==> src/rtl/key_pkg.sv <==
// key_pkg: shared hold-state encodings and default timing for the key filter bank
package key_pkg;
  typedef enum logic [1:0] {
    KEY_ST_IDLE = 2'd0,
    KEY_ST_HELD = 2'd1,
    KEY_ST_LONG = 2'd2
  } key_st_e;
  localparam int KEY_DEBOUNCE_CYC_DEF = 1_000_000;
  localparam int KEY_LONG_CYC_DEF     = 50_000_000;
  localparam int KEY_REPEAT_CYC_DEF   = 10_000_000;
endpackage

==> src/rtl/key_filter_chan.sv <==
// key_filter_chan: one key channel - synchroniser, debounce, press/release pulses, hold FSM
// Hold FSM (long press / auto-repeat) is built only when KEY_LONG_PRESS_EN is defined.
module key_filter_chan
  import key_pkg::*;
#(
  parameter int DEBOUNCE_CYC = KEY_DEBOUNCE_CYC_DEF,
  parameter int LONG_CYC     = KEY_LONG_CYC_DEF,
  parameter int REPEAT_CYC   = KEY_REPEAT_CYC_DEF,
  parameter int ACTIVE_LOW   = 1
) (
  input  logic clk,
  input  logic rst_n,
  input  logic i_key,
  output logic o_level,
  output logic o_press,
  output logic o_release,
  output logic o_long,
  output logic o_repeat
);
  localparam logic REL = 1'(ACTIVE_LOW != 0);
  localparam int   DW  = $clog2(DEBOUNCE_CYC + 1);
  logic          r_d0, r_d1, r_level, r_press, r_release;
  logic [DW-1:0] r_cnt;
  logic          w_raw, w_done;
  // xor with the released level maps the pin to pressed = 1
  assign w_raw  = r_d1 ^ REL;
  assign w_done = (w_raw != r_level) && (r_cnt == DW'(DEBOUNCE_CYC - 1));
  always_ff @(posedge clk) begin
    if (!rst_n) begin
      r_d0      <= REL;
      r_d1      <= REL;
      r_level   <= 1'b0;
      r_cnt     <= '0;
      r_press   <= 1'b0;
      r_release <= 1'b0;
    end else begin
      r_d0      <= i_key;
      r_d1      <= r_d0;
      r_cnt     <= (w_raw == r_level || w_done) ? '0 : r_cnt + 1'b1;
      r_level   <= w_done ? w_raw : r_level;
      r_press   <= w_done & w_raw;
      r_release <= w_done & ~w_raw;
    end
  end
  assign o_level   = r_level;
  assign o_press   = r_press;
  assign o_release = r_release;
`ifdef KEY_LONG_PRESS_EN
  localparam int HMAX = (LONG_CYC > REPEAT_CYC) ? LONG_CYC : REPEAT_CYC;
  localparam int HW   = $clog2(HMAX + 1);
  key_st_e       r_st, w_st_nxt;
  logic [HW-1:0] r_hcnt, w_hcnt_nxt;
  logic          r_long, r_repeat, w_long_nxt, w_repeat_nxt;
  always_ff @(posedge clk) begin
    if (!rst_n) begin
      r_st     <= KEY_ST_IDLE;
      r_hcnt   <= '0;
      r_long   <= 1'b0;
      r_repeat <= 1'b0;
    end else begin
      r_st     <= w_st_nxt;
      r_hcnt   <= w_hcnt_nxt;
      r_long   <= w_long_nxt;
      r_repeat <= w_repeat_nxt;
    end
  end
  // release shares the edge that registers key_release, so it masks any coinciding pulse
  always_comb begin
    w_st_nxt     = r_st;
    w_hcnt_nxt   = r_hcnt;
    w_long_nxt   = 1'b0;
    w_repeat_nxt = 1'b0;
    if (w_done && !w_raw) begin
      w_st_nxt   = KEY_ST_IDLE;
      w_hcnt_nxt = '0;
    end else if (r_st == KEY_ST_IDLE) begin
      w_st_nxt   = (w_done && w_raw) ? KEY_ST_HELD : KEY_ST_IDLE;
      w_hcnt_nxt = '0;
    end else if (r_st == KEY_ST_HELD) begin
      w_long_nxt = (r_hcnt == HW'(LONG_CYC - 1));
      w_st_nxt   = w_long_nxt ? KEY_ST_LONG : KEY_ST_HELD;
      w_hcnt_nxt = w_long_nxt ? '0 : r_hcnt + 1'b1;
    end else if (r_st == KEY_ST_LONG && REPEAT_CYC != 0) begin
      w_repeat_nxt = (r_hcnt == HW'(REPEAT_CYC - 1));
      w_hcnt_nxt   = w_repeat_nxt ? '0 : r_hcnt + 1'b1;
    end
  end
  assign o_long   = r_long;
  assign o_repeat = r_repeat;
`else
  assign o_long   = 1'b0;
  assign o_repeat = 1'b0;
`endif
endmodule

==> src/rtl/key_filter_bank.sv <==
// key_filter_bank: N_KEYS independent debounced key channels for the user panel
// Long-press / auto-repeat outputs are live only when KEY_LONG_PRESS_EN is defined.
module key_filter_bank
  import key_pkg::*;
#(
  parameter int N_KEYS       = 4,
  parameter int DEBOUNCE_CYC = KEY_DEBOUNCE_CYC_DEF,
  parameter int LONG_CYC     = KEY_LONG_CYC_DEF,
  parameter int REPEAT_CYC   = KEY_REPEAT_CYC_DEF,
  parameter int ACTIVE_LOW   = 1
) (
  input  logic              clk,
  input  logic              rst_n,
  input  logic [N_KEYS-1:0] key,
  output logic [N_KEYS-1:0] key_level,
  output logic [N_KEYS-1:0] key_press,
  output logic [N_KEYS-1:0] key_release,
  output logic [N_KEYS-1:0] key_long,
  output logic [N_KEYS-1:0] key_repeat
);
  for (genvar i = 0; i < N_KEYS; i++) begin : g_chan
    key_filter_chan #(
      .DEBOUNCE_CYC(DEBOUNCE_CYC),
      .LONG_CYC    (LONG_CYC),
      .REPEAT_CYC  (REPEAT_CYC),
      .ACTIVE_LOW  (ACTIVE_LOW)
    ) u_chan (
      .clk      (clk),
      .rst_n    (rst_n),
      .i_key    (key[i]),
      .o_level  (key_level[i]),
      .o_press  (key_press[i]),
      .o_release(key_release[i]),
      .o_long   (key_long[i]),
      .o_repeat (key_repeat[i])
    );
  end
endmodule

==> config.mk <==
export PLATFORM = sky130hd
export DESIGN_NAME = key_filter_bank
export DESIGN_NICKNAME = d
export VERILOG_FILES = /design/src/rtl/key_pkg.sv /design/src/rtl/key_filter_chan.sv /design/src/rtl/key_filter_bank.sv
export SDC_FILE = /design/constraint.sdc
export NUM_CORES = 1
export LEC_CHECK = 0
export CORE_ASPECT_RATIO = 0.9
export CORE_MARGIN = 5
export CORE_UTILIZATION = 45
export DETAILED_ROUTE_END_ITERATION = 10
export PLACE_DENSITY = 0.65
export REMOVE_ABC_BUFFERS = 1
export SLEW_MARGIN = 20
export SYNTH_ARGS = -nofsm -noshare
export SYNTH_HDL_FRONTEND = slang
export SYNTH_SLANG_ARGS = --single-unit
==> constraint.sdc <==
create_clock -name clk -period 2.06 [get_ports clk]
set_clock_uncertainty 0.15 [all_clocks]
set_input_delay 0.206 -clock clk [delete_from_list [all_inputs] [get_ports clk]]
set_output_delay 0.206 -clock clk [all_outputs]
set_load 0.005 [all_outputs]
==> summary.md <==
| Metric | Value |
|---|---|
| Post-synthesis cell area | `0.00445 mm²` |
| Final-stage net count | `roughly 540` |
| Initial antenna violation count | `0` |
| Worst Path Required | `about 2.2 ns` |
| Compound-Gate Fraction of Synth Area | `7.53%` |
| Cell taking the most area after synthesis | `dfxtp_1` |
| Final hold viol count | `0` |
| Via density | `5.23` |
| Worst reg-to-reg setup slack | `-0.03 ns` |
| CTS max path bufs | `2` |
| Endpoints failing setup | `18` |
| Post-synthesis adder-cell area fraction | `under 10%` |
| Xor and xnor area share after synthesis | `between 10% and 20%` |
| Reg2reg start | `g_chan[1].u_chan.r_cnt[8]` |
| Arr. time, crit path | `2.19 ns` |
| Post-Route WL | `8.08 mm` |
| Final worst path period need | `2.09 ns` |
| Max-slew violation count | `0` |
| R2R depth | `5` |
| Post-CTS Hold Fix Bufs | `0` |
| Seq/Total Area, Yosys | `45.0%` |
| Share of cells above drive strength 1 | `about a tenth` |
| Wire length per cell | `approximately 12 µm` |
| Overall die area | `around 0.012 mm²` |
| Wire length of the first global-routing pass | `14.2 mm` |
| Via Count | `3423` |
| Final Cycle Share | `101%` |
| Synth Area in Simple Gates | `29.2%` |
| WS Path Type | `reg -> reg` |
| Hold Crit Start | `key[3]` |
| GRT Resource Usage Total | `between 10 and 15%` |
| Peak VDD IR | `0.355 mV` |
| CTS tree | `done` |
| Leakage power | `between 1.5 and 2 nW` |
| Failing checks | `negative setup slack` |
| CP startpoint | `g_chan[1].u_chan.r_cnt[8]` |
| Mux cell area share after synthesis | `0%` |
| Worst setup SP type | `flip-flop` |
| Fmax | `480 MHz` |
| Status | `finished with violations` |
| GPL Wtd Cong | `0.852` |
| Root Driver | `clkbuf_8` |
| Worst-path maximum fanout | `20` |
| List of most frequent post-synthesis cells | `dfxtp_1 (100), nor2_1 (67), xnor2_1 (32), nand4_1 (29), nand3_1 (25)` |
| Worst skew pair latency | `around 0.36 ns` |
| Asr flop ratio synth | `0%` |
| Clock-pin transition on the worst setup and hold timing paths | `0.10 ns` |
| DRT Pass-1 Iters | `4` |
| Placed cell area | `0.00478 mm²` |
| Die W | `around 110 µm` |
| Synthesis-stage register bit count | `100` |
| Mean Syn Cell Area | `slightly below 9 µm²` |
| Reg area | `0.00200 mm²` |
| Largest family of logic cells by synthesized area | `simple AND/OR/NAND/NOR gates` |
| Core area | `0.00966 mm²` |
| FP Rows | `34` |
| Finished Cell Area | `about 0.005 mm²` |
| Fin cells | `655` |
| # DRC | `0` |
| DR iter-0 viols | `153` |
| WHS Endpoint | `g_chan[3].u_chan.r_d0` |
| Post-synth EDFFs | `0` |
| Synth Flop Type | `dfxtp_1` |
| Synth top area cells | `dfxtp_1 (45%), xnor2_1 (6.3%), nor2_1 (5.6%)` |
| Num CTS Buffers | `9` |
| Setup TNS | `-0.271 ns` |
| Fillers | `890` |
| I/O pin count | `26` |
| RSZ-0062 raised after global routing | `yes` |
| Inst Count DP | `640` |
| Max_cap viols | `0` |
| Most frequent cell after synthesis | `dfxtp_1` |
| Sink Count | `100` |
| Antenna cell count | `0` |
| Initial core utilization | `46.1%` |
| Area Overhead vs Synth | `12.4%` |
| Gate Count Post-Synth | `roughly 500` |
| Die height | `104 µm` |
| Synth unique cells | `between 40 and 50` |
| Final Worst Setup Slack | `-0.0253 ns` |
| Detail Route Antenna Nets | `0` |
| Pwr dens | `653 mW/mm²` |
| Hold Path Class | `in -> reg` |
| Syn. warnings | `0` |
| Hold path cells | `2` |
| Largest net degree at the start of global routing | `21` |
| CTS HTree Levels | `3` |
| Area occupied by multi-input gates | `0.00221 mm²` |
| GRT Residual Overflow | `0` |
| Hpwl dp | `5.82 mm` |
| Element type at the critical path end | `flip-flop` |
| Vias in the first global route | `3194` |
| Final Util | `51.8%` |
| Top cell type's share of synthesized area | `45.0%` |
| Port Buffers | `17` |
| Post-CTS setup buffers | `0` |
| Design Power | `between 3 and 4 mW` |
| Reg-to-Reg End | `g_chan[1].u_chan.r_cnt[7]` |
-- routing by layer --
layer / track usage, % / wire length (µm)
met1: 18.8 / 3930
met2: 22.6 / 3720
met3: 4.19 / 344
met4: 3.27 / 80
met5: 0 / 0
-- logic make-up after synthesis --
kind of cell | Yosys count
fa+ha+maj | 4
compound gates | 54
flops | 100
xor+xnor | 53
other cells | 1
simple gates | 235
buf+inv | 55
-- where the power goes --
group | internal, mW | switching (mW)
combinational | 0.0246 | 0.0307
clock | 0.595 | 0.670
sequential | 1.94 | 0.00627
total | 2.56 | 0.707
-- worst max-delay path: stages, from the launching register on --
cell and delay, ns:
dfxtp_1 0.31, or4_1 0.53, or4_4 0.56, o211ai_4 0.19, buf_12 0.17, nor2_1 0.06
-- metrics by stage --
step / worst slack (ns) / hold WS, ns
floorplan: -0.483 / 0.129
global placement: 0.0236 / 0.239
detailed placement: -0.0237 / 0.243
CTS: -0.0376 / 0.237
global route: -0.0822 / 0.234
finish: -0.0253 / 0.251
-- what timing repair did --
action | CTS | global route
pin swaps | 0 | 0
cloned | 0 | 0
gates resized for setup | 0 | 5
endpoints found under the setup margin | 20 | 38
-- cells in the final DEF (no fill, tap or decap), types with 3 or more instances in the layout --
master	Yosys	layout
nand2_1	21	21
clkbuf_8	0	10
a21oi_1	23	23
xnor2_1	32	32
and2_1	4	4
nand4b_1	3	3
nor2_1	67	67
inv_1	19	19
ha_1	4	4
nor4b_1	6	5
clkdlybuf4s50_1	0	17
and4_1	11	11
nor3_1	13	12
conb_1	1	8
and3_1	4	4
dfxtp_1	100	100
xor2_1	21	21
nand2b_1	9	9
nand4_1	29	29
a31o_2	4	4
nand3_1	25	24
buf_4	20	23
or4_1	8	7
o31ai_1	5	4
o21ai_0	13	13
or3_1	12	12
nor4_1	10	10
-- how the worst max path moves through the flow --
stage	endpoint	slack, ns	cells after the start
after floorplan	g_chan[3].u_chan.r_cnt[10]	-0.48	5
after global placement	g_chan[1].u_chan.r_cnt[17]	0.02	5
after detailed placement	g_chan[1].u_chan.r_cnt[17]	-0.02	5
after CTS	g_chan[1].u_chan.r_cnt[7]	-0.04	5
after global routing	g_chan[1].u_chan.r_cnt[18]	-0.08	5
final	g_chan[1].u_chan.r_cnt[7]	-0.03	5
-- sequential cells by signal (all words and copies together) (netlist names) --
| register | count |
|---|---|
| g_chan.u_chan.o_level | 4 |
| g_chan.u_chan.r_cnt | 80 |
| g_chan.u_chan.r_d1 | 4 |
| g_chan.u_chan.o_press | 4 |
| g_chan.u_chan.r_d0 | 4 |
| g_chan.u_chan.o_release | 4 |
-- layout make-up --
type,count,area share [%]
repair buffers,41,7.25
flip-flops and latches,100,40.0
clock inverters,5,1.20
inverters,19,1.43
well taps,126,3.15
multi-input cells,354,44.2
clock buffers,10,2.75
Note: power is estimated with default switching activity, not from simulation.
